<file path="config.mk">
export PLATFORM = sky130hd
export DESIGN_NAME = pipeline_snapshot_serializer
export DESIGN_NICKNAME = d
export VERILOG_FILES = /design/src/rtl/debug_pkg.sv /design/src/rtl/pipeline_snapshot_serializer.sv
export SDC_FILE = /design/constraint.sdc
export NUM_CORES = 1
export LEC_CHECK = 0
export CAP_MARGIN = 5
export CORE_MARGIN = 3
export CORE_UTILIZATION = 30
export CTS_CLUSTER_DIAMETER = 100
export DETAILED_ROUTE_END_ITERATION = 10
export HOLD_SLACK_MARGIN = 0.15
export SYNTH_ARGS = -nofsm -noshare
export SYNTH_HDL_FRONTEND = slang
export SYNTH_SLANG_ARGS = --single-unit
</file>
<file path="constraint.sdc">
create_clock -name i_clk -period 8.45 [get_ports i_clk]
set_input_delay 2.1125 -clock i_clk [delete_from_list [all_inputs] [get_ports i_clk]]
set_output_delay 2.1125 -clock i_clk [all_outputs]
set_load 0.03 [all_outputs]
</file>
<file path="src/rtl/debug_pkg.sv">
// Shared debug-unit definitions: frame header default, serializer state
// encoding and the byte-count helper used to size the snapshot.
package debug_pkg;

  localparam logic [7:0] FRAME_HEADER_DEF = 8'hA5;

  typedef enum logic [1:0] {
    ST_IDLE = 2'd0,
    ST_SEND = 2'd1,
    ST_WAIT = 2'd2,
    ST_DONE = 2'd3
  } state_t;

  function automatic int num_bytes(input int total_bits);
    return (total_bits + 7) / 8;
  endfunction

endpackage

</file>
<file path="src/rtl/pipeline_snapshot_serializer.sv">
// Captures the four pipeline latches on request and streams them to the UART TX
// as header + data bytes (+ XOR checksum when SNAPSHOT_CHECKSUM_EN is defined).
module pipeline_snapshot_serializer
  import debug_pkg::*;
#(
  parameter int         IF_ID_SIZE   = 42,
  parameter int         ID_EX_SIZE   = 148,
  parameter int         EX_MEM_SIZE  = 80,
  parameter int         MEM_WB_SIZE  = 46,
  parameter logic [7:0] FRAME_HEADER = FRAME_HEADER_DEF
) (
  input  logic                   i_clk,
  input  logic                   i_reset,
  input  logic                   i_start,
  input  logic [IF_ID_SIZE-1:0]  i_IF_ID_content,
  input  logic [ID_EX_SIZE-1:0]  i_ID_EX_content,
  input  logic [EX_MEM_SIZE-1:0] i_EX_MEM_content,
  input  logic [MEM_WB_SIZE-1:0] i_MEM_WB_content,
  input  logic                   i_tx_done,
  output logic [7:0]             o_tx_byte,
  output logic                   o_tx_start,
  output logic                   o_busy,
  output logic                   o_done
);

  localparam int TOTAL_BITS = IF_ID_SIZE + ID_EX_SIZE + EX_MEM_SIZE + MEM_WB_SIZE;
  localparam int NUM_BYTES  = num_bytes(TOTAL_BITS);
  localparam int SNAP_W     = (NUM_BYTES + 1) * 8;
  localparam int IDX_W      = $clog2(NUM_BYTES + 2);
`ifdef SNAPSHOT_CHECKSUM_EN
  localparam int FRAME_LEN  = NUM_BYTES + 2;
`else
  localparam int FRAME_LEN  = NUM_BYTES + 1;
`endif
  localparam logic [IDX_W-1:0] LAST_IDX = IDX_W'(FRAME_LEN - 1);

  state_t            r_state;
  state_t            w_next;
  logic [IDX_W-1:0]  r_idx;
  logic [SNAP_W-1:0] r_snap;
  logic [7:0]        r_tx_byte;
  logic              r_tx_start;
  logic              w_capture_en;
  logic              w_accept;
  logic [7:0]        w_byte;
  logic [SNAP_W-1:0] w_capture;

  assign w_capture_en = (r_state == ST_IDLE) && i_start;
  // A done pulse in the same cycle as our start pulse belongs to no byte yet.
  assign w_accept     = (r_state == ST_WAIT) && i_tx_done && !r_tx_start;

  // Header rides in the low byte so every frame byte comes from r_snap[7:0].
  assign w_capture = SNAP_W'({i_MEM_WB_content, i_EX_MEM_content,
                              i_ID_EX_content, i_IF_ID_content, FRAME_HEADER});

  always_ff @(posedge i_clk or negedge i_reset) begin
    if (!i_reset) r_state <= ST_IDLE;
    else          r_state <= w_next;
  end

  always_comb begin
    w_next = r_state;
    case (r_state)
      ST_IDLE: if (i_start) w_next = ST_SEND;
      ST_SEND: w_next = ST_WAIT;
      ST_WAIT: if (w_accept) w_next = (r_idx == LAST_IDX) ? ST_DONE : ST_SEND;
      ST_DONE: w_next = ST_IDLE;
      default: w_next = ST_IDLE;
    endcase
  end

  always_comb begin
    o_busy = 1'b0;
    o_done = 1'b0;
    if (r_state != ST_IDLE) o_busy = 1'b1;
    if (r_state == ST_DONE) o_done = 1'b1;
  end

  always_ff @(posedge i_clk or negedge i_reset) begin
    if (!i_reset) begin
      r_idx      <= '0;
      r_tx_start <= 1'b0;
      r_tx_byte  <= 8'h00;
    end else begin
      r_tx_start <= (r_state == ST_SEND);
      if (w_capture_en)
        r_idx <= '0;
      else if (w_accept && (r_idx != LAST_IDX))
        r_idx <= r_idx + IDX_W'(1);
      if (r_state == ST_SEND)
        r_tx_byte <= w_byte;
    end
  end

  always_ff @(posedge i_clk) begin
    if (w_capture_en)
      r_snap <= w_capture;
    else if (w_accept)
      r_snap <= {8'h00, r_snap[SNAP_W-1:8]};
  end

`ifdef SNAPSHOT_CHECKSUM_EN
  localparam logic [IDX_W-1:0] CSUM_IDX = IDX_W'(NUM_BYTES + 1);
  logic [7:0] r_csum;

  // Fold only data bytes: the header (index 0) and the checksum itself are excluded.
  always_ff @(posedge i_clk) begin
    if (w_capture_en)
      r_csum <= 8'h00;
    else if (w_accept && (r_idx != '0) && (r_idx != CSUM_IDX))
      r_csum <= r_csum ^ r_tx_byte;
  end

  assign w_byte = (r_idx == CSUM_IDX) ? r_csum : r_snap[7:0];
`else
  assign w_byte = r_snap[7:0];
`endif

  assign o_tx_byte  = r_tx_byte;
  assign o_tx_start = r_tx_start;

endmodule

</file>
==> results.py, run 1 <==
metrics = {
    "run_status": {
        "outcome": "finished clean",
    },
    "setup_path": {
        "timing.rr.start": "r_state[0]$_DFFE_PN0P_",
        "crit_fanout": 109,
        "worstRegToRegCells": 3,
        "startpoint": "i_tx_done",
        "reg2reg_slack_ns": 5.21,
        "r2r-end": "r_snap[110]$_DFFE_PP_",
        "crit_arrival_ns": 4.93,
        "worstSetupEndpoint": "r_snap[110]$_DFFE_PP_",
        "crit_required_ns": 8.61,
        "critical_path_class": "input pin to flip-flop",
        "startpoint_type": "input pin",
        "cp-end-kind": "flip-flop",
    },
    "sta": {
        "worstMarginPinSlew_ns": 1.07,
        "fin_crit_ns": 4.77,
        "tns_ns": 0,
        "max_freq_mhz": 210,
        "rsz0062_at_grt": "false",
        "finalHoldViolations": 0,
        "clock_skew_ns": 0.0127,
        "fin_crit_sh_pct": 56.4,
        "setup_violations": 0,
        "slew_headroom_pct": 28.9,
        "holdWs_ns": 0.454,
        "drv_slew": 0,
    },
    "pwr": {
        "leakage_uw": 0.00660,
        "pwr-share-clk_pct": 26.6,
        "swShare_pct": 28.7,
        "combPwrFrac_pct": 23.3,
        "power_switching_uw": 1770,
        "power.internal_uw": 4410,
        "p_seq_share_pct": 50.0,
        "ir_worst_vdd_mv": 0.220,
        "p_per_area_nw_per_um2": 331,
        "total_power_uw": 6180,
    },
    "yosys": {
        "syn_inst": 802,
        "ys.flop_type": "edfxtp_1",
        "synth_simple_gate_area_share_pct": 1.93,
        "syn_area_sq_um": 13700,
        "ys_seq_area_share_pct": 73.4,
        "syn_area_per_cell_sq_um": 17.1,
        "synth_edf_count": 316,
        "synth_nets": 1124,
        "yosys_register_bits": 341,
        "ys_warn_count": 0,
        "synth.distinct_cells": 31,
        "yosysTopAreaCellShare_pct": 69.2,
        "async_flop_share_pct": 4.99,
        "synth_top_cell_by_area": "edfxtp_1",
        "synth_area_leaders": "edfxtp_1 (69%), a22o_1 (20%), dfrtp_1 (3.1%)",
        "synth-xor-area-share_pct": 0,
        "synth_compound_area_share_pct": 20.2,
        "synth-adder-area-share_pct": 0.182,
        "synth_top_family_by_area": "compound AO/OA/AOI/OAI gates",
        "synthMuxAreaShare_pct": 0.875,
    },
    "floorplan": {
        "io-pin-count": 331,
        "start_util_pct": 30.7,
        "placementRows": 77,
        "die_x_um": 220,
        "die_y_um": 220,
        "die_area_sq_um": 48300,
        "design.core.area_sq_um": 44700,
    },
    "clock_network": {
        "ctsResizeCount": 0,
        "numCtsBuffers": 39,
        "post_cts_buffers": 0,
        "htreeDepth": 2,
        "cts_tree": "done",
        "postCtsHoldBufs": 0,
        "clkTransAtPathRegs_ns": 0.06,
        "root_buffer": "clkbuf_16",
        "insertion_delay_ns": 0.54,
        "cts_sinks": 341,
        "cts_max_path_buffers": 3,
    },
    "placed_design": {
        "dpl.hpwl_um": 23800,
        "gp_congestion": 0.774,
        "placed_area_sq_um": 17400,
        "portBuffers": 330,
    },
    "route": {
        "firstDrtPassIters": 5,
        "wl_per_cell_um": 20.8,
        "first_iter_violations": 795,
        "drc": 0,
        "ant_nets": 0,
        "vias_per_cell": 4.92,
        "vias": 8525,
        "routed_wl_um": 36100,
    },
    "grt": {
        "grt_pass1_vias": 8668,
        "grt.total_usage_pct": 14.2,
        "grt_overflow": 0,
        "grt_pass1_wl_um": 52100,
        "grt_max_degree": 156,
        "antenna_found_initial": 7,
    },
    "final_layout": {
        "syn2layout_area_growth_pct": 36.2,
        "layout_common_cells": "clkdlybuf4s50_1 (330), edfxtp_1 (316), a22o_1 (308)",
        "finalNetCount": 1429,
        "final_common_cell": "clkdlybuf4s50_1",
        "layout-drive-gt1-share_pct": 5.90,
        "post-route-cell-area_sq_um": 18700,
    },
    "hold_path": {
        "min_path_type": "flip-flop to flip-flop",
    },
    "run": {
        "drv_cap": 0,
    },
}
[how the worst min path moves through the flow]
| stage | slack (ns) | from | end | depth (start not counted) |
|---|---|---|---|---|
| floorplan | 0.43 | r_snap[1]$_SDFFE_PP0N_ | r_snap[1]$_SDFFE_PP0N_ | 2 |
| global placement | 0.45 | r_snap[3]$_SDFFE_PP0N_ | r_snap[3]$_SDFFE_PP0N_ | 2 |
| detailed placement | 0.45 | r_snap[1]$_SDFFE_PP0N_ | r_snap[1]$_SDFFE_PP0N_ | 2 |
| CTS | 0.46 | r_snap[1]$_SDFFE_PP0N_ | r_snap[1]$_SDFFE_PP0N_ | 2 |
| global route | 0.48 | r_snap[4]$_SDFFE_PP0N_ | r_snap[4]$_SDFFE_PP0N_ | 2 |
| finish | 0.45 | r_snap[1]$_SDFFE_PP0N_ | r_snap[1]$_SDFFE_PP0N_ | 2 |
[power groups by stage]
stage	combinational [uW]	sequential, uW	clock, uW
CTS	1470	3100	1690
finish	1440	3090	1650
global placement	1430	3120	0
global route	1580	3150	1760
floorplan	1030	3140	0
detailed placement	1460	3120	0
[sequential cells by signal (all words and copies together) (netlist names)]
signal and count:
r_state 2, o_tx_start 1, r_snap 324, r_idx 6
o_tx_byte 8
[cell usage after synthesis (2+ instances only)]
cell type,n
mux2i_1,3
inv_1,5
dfrtp_1,17
buf_4,31
nand4b_1,2
nand2_1,22
dfxtp_1,8
a22o_1,308
o21ai_0,2
and2_1,9
nand3_1,5
edfxtp_1,316
mux2_1,8
ha_1,2
buf_2,42
a21oi_1,7
[layout make-up]
type	count	area [sq um]
fill	4087	26000
timing repair buffer	338	3400
antenna	4	10.0
sequential	341	10100
multi-input combinational	381	3200
inverter	6	22.5
tap	592	741
clock inverter	20	180
clock buffer	49	1060
[critical path, cell delays in order]
cell and delay (ns):
clkdlybuf4s50_1 0.48, nand4bb_1 0.62, nand2_8 0.94, buf_4 0.69
[stage by stage]
step	cells	worst slack (ns)	util [%]
after floorplan	802	1.50	-
after global placement	1658	3.21	39.0
after detailed placement	1658	3.12	39.0
after CTS	1727	3.69	41.8
after global routing	1728	3.51	41.8
final	1731	3.68	41.8
[kinds of logic (layout without fill, tap and decap cells)]
logic type,count (synthesis),count (layout)
AOI/OAI and AO/OA,320,320
muxes,11,11
adders and majority gates,2,2
buffers and inverters,80,413
and+or+nand+nor,48,48
DFF,341,341
other,0,4
[routing by layer]
layer  track usage [%]  part of all wire (%)  up-vias  wire, um
li1                  -                     -     3965         -
met1              17.8                    42     4230     15000
met2              22.9                    46      270     16800
met3              5.47                   9.7       52      3500
met4              4.29                   2.0        8       723
met5                 0                  0.16        -        56
(Power assumes the default switching activity.)
==> inputs of run 2 (changes only) <==
Clock period 8.45 ns to 4.05 ns, I/O delays scaled along.
==> run 2 against run 1 <==
  * Cell count increased by 0.98%
  * Sequential share of layout area decreased by 0.42 points
  * Sequential power increased by 110%
  * Highest routed layer unchanged
  * Die area unchanged
  * Combinational power increased by 130%
  * Hold slack improved by 0.0035 ns
  * Worst setup slack got worse by 2.5 ns
  * Sequential cell count unchanged
  * Non-clock buffer count increased by 20
  * Critical path type is now flip-flop to output pin
  * Via count increased by 2.5%
  * Count of clock-buffer cells in the layout decreased by 6
==> results.py, run 2 (same netlist as run 1, synthesis figures left out) <==
metrics = {
    "placed_design": {
        "dp.cells": 1678,
        "place_ws_ns": 0.772,
        "gp_congestion": 0.779,
        "dpl.hpwl_um": 24900,
        "portBuffers": 330,
    },
    "setup_path": {
        "worstRegToRegCells": 3,
        "reg2reg_slack_ns": 1.83,
        "crit_required_ns": 3.04,
        "crit_fanout": 7,
        "critical_path_class": "flip-flop to output pin",
        "startpoint_type": "flip-flop",
        "crit_arrival_ns": 1.87,
        "cp-end-kind": "output pin",
        "r2r-end": "r_snap[78]$_DFFE_PP_",
        "timing.rr.start": "r_state[1]$_DFFE_PN0P_",
    },
    "floorplan": {
        "placementRows": 77,
        "start_util_pct": 30.7,
        "io-pin-count": 331,
        "die_y_um": 220,
        "die_x_um": 220,
        "design.core.area_sq_um": 44700,
        "die_area_sq_um": 48300,
    },
    "run": {
        "drv_cap": 0,
    },
    "final_layout": {
        "fin_util_pct": 42.1,
        "finalNetCount": 1449,
        "regMostFlops": "r_snap",
        "largest_reg_flops": 324,
        "layout_common_cells": "clkdlybuf4s50_1 (330), edfxtp_1 (316), a22o_1 (308)",
        "fin_cells": 1748,
        "final_common_cell": "clkdlybuf4s50_1",
        "layout-drive-gt1-share_pct": 7.46,
        "syn2layout_area_growth_pct": 37.2,
        "fill_cells": 4068,
    },
    "clock_network": {
        "insertion_delay_ns": 0.53,
        "root_buffer": "clkbuf_16",
        "postCtsHoldBufs": 0,
        "numCtsBuffers": 39,
        "htreeDepth": 2,
        "clkTransAtPathRegs_ns": 0.06,
        "cts_tree": "done",
        "post_cts_buffers": 0,
        "ctsResizeCount": 0,
        "cts_max_path_buffers": 3,
        "cts_sinks": 341,
    },
    "route": {
        "vias": 8740,
        "vias_per_cell": 5.00,
        "ant_nets": 0,
        "drc": 0,
        "first_iter_violations": 822,
        "wl_per_cell_um": 20.9,
        "firstDrtPassIters": 4,
        "routed_wl_um": 36600,
    },
    "grt": {
        "grt_pass1_vias": 8778,
        "grt.total_usage_pct": 14.6,
        "grt_overflow": 0,
        "grt_pass1_wl_um": 53000,
        "grt_max_degree": 137,
        "antenna_found_initial": 8,
    },
    "pwr": {
        "ir_worst_vdd_mv": 0.407,
        "leakage_uw": 0.00670,
        "total_power_uw": 12900,
        "p_per_area_nw_per_um2": 684,
    },
    "sta": {
        "tns_ns": 0,
        "drv_slew": 0,
        "fin_crit_ns": 2.88,
        "finalHoldViolations": 0,
        "fin_crit_sh_pct": 71.1,
        "worstMarginPinSlew_ns": 0.759,
        "rsz0062_at_grt": "false",
        "setup_violations": 0,
        "max_freq_mhz": 347,
        "setup_slack_ns": 1.17,
        "slew_headroom_pct": 49.2,
        "clock_skew_ns": 0.0129,
    },
    "hold_path": {
        "hp-start": "r_snap[4]$_SDFFE_PP0N_",
        "min_path_type": "flip-flop to flip-flop",
        "min_to": "r_snap[4]$_SDFFE_PP0N_",
        "hold_depth": 2,
    },
    "run_status": {
        "outcome": "finished clean",
    },
}
## run 2: changes by cell type in the layout (fill, tap and decap cells not counted), sizes merged
cell      delta
clkbuf       -6
buf         +20
diode        -1
inv          +1
clkinv       +7
bufinv       -2
clkinvlp     -2
## run 2: how the worst max path moves through the flow
stage / endpoint / from / slack, ns
3_3_place_gp: r_snap[79]$_DFFE_PP_ / i_start / 0.78
6_report: o_busy / r_state[1]$_DFFE_PN0P_ / 1.17
5_1_grt: o_busy / r_state[0]$_DFFE_PN0P_ / 1.10
4_1_cts: o_busy / r_state[1]$_DFFE_PN0P_ / 1.13
2_1_floorplan: r_snap[100]$_DFFE_PP_ / i_start / 0.79
3_5_place_dp: r_snap[79]$_DFFE_PP_ / i_start / 0.77
## run 2: power breakdown
part           switching (uW)  internal [uW]  leakage (uW)
registers                 508           5890       0.00337
clock network            1380           1840      0.000570
logic                    1860           1410       0.00275
## run 2: critical path: stages (launching register included)
cell             delay [ns]
dfrtp_1                0.42
or2_1                  0.30
clkdlybuf4s50_1        0.61
## run 2: through the flow
step	instance area, sq um	hold WS (ns)
5_1_grt	18800	0.478
4_1_cts	18800	0.458
6_report	18800	0.457
3_5_place_dp	17700	0.447
2_1_floorplan	13700	0.431
3_3_place_gp	17700	0.447
## run 2: per-layer routing
metal	share of wire [%]	track usage [%]	vias up
met5	0.25	0	-
met4	1.8	4.16	14
met3	8.6	4.85	57
met2	46	22.8	317
met1	43	19.5	4351
li1	-	-	4001
## run 2: final cells by class
type / count / area, sq um / share of cell area, %
multi-input combinational: 381 / 3200 / 17.0
clock inverter: 24 / 146 / 0.778
sequential: 341 / 10100 / 53.5
tap: 592 / 741 / 3.93
timing repair buffer: 358 / 3640 / 19.3
antenna: 3 / 7.51 / 0.0399
clock buffer: 43 / 1000 / 5.32
inverter: 6 / 22.5 / 0.120
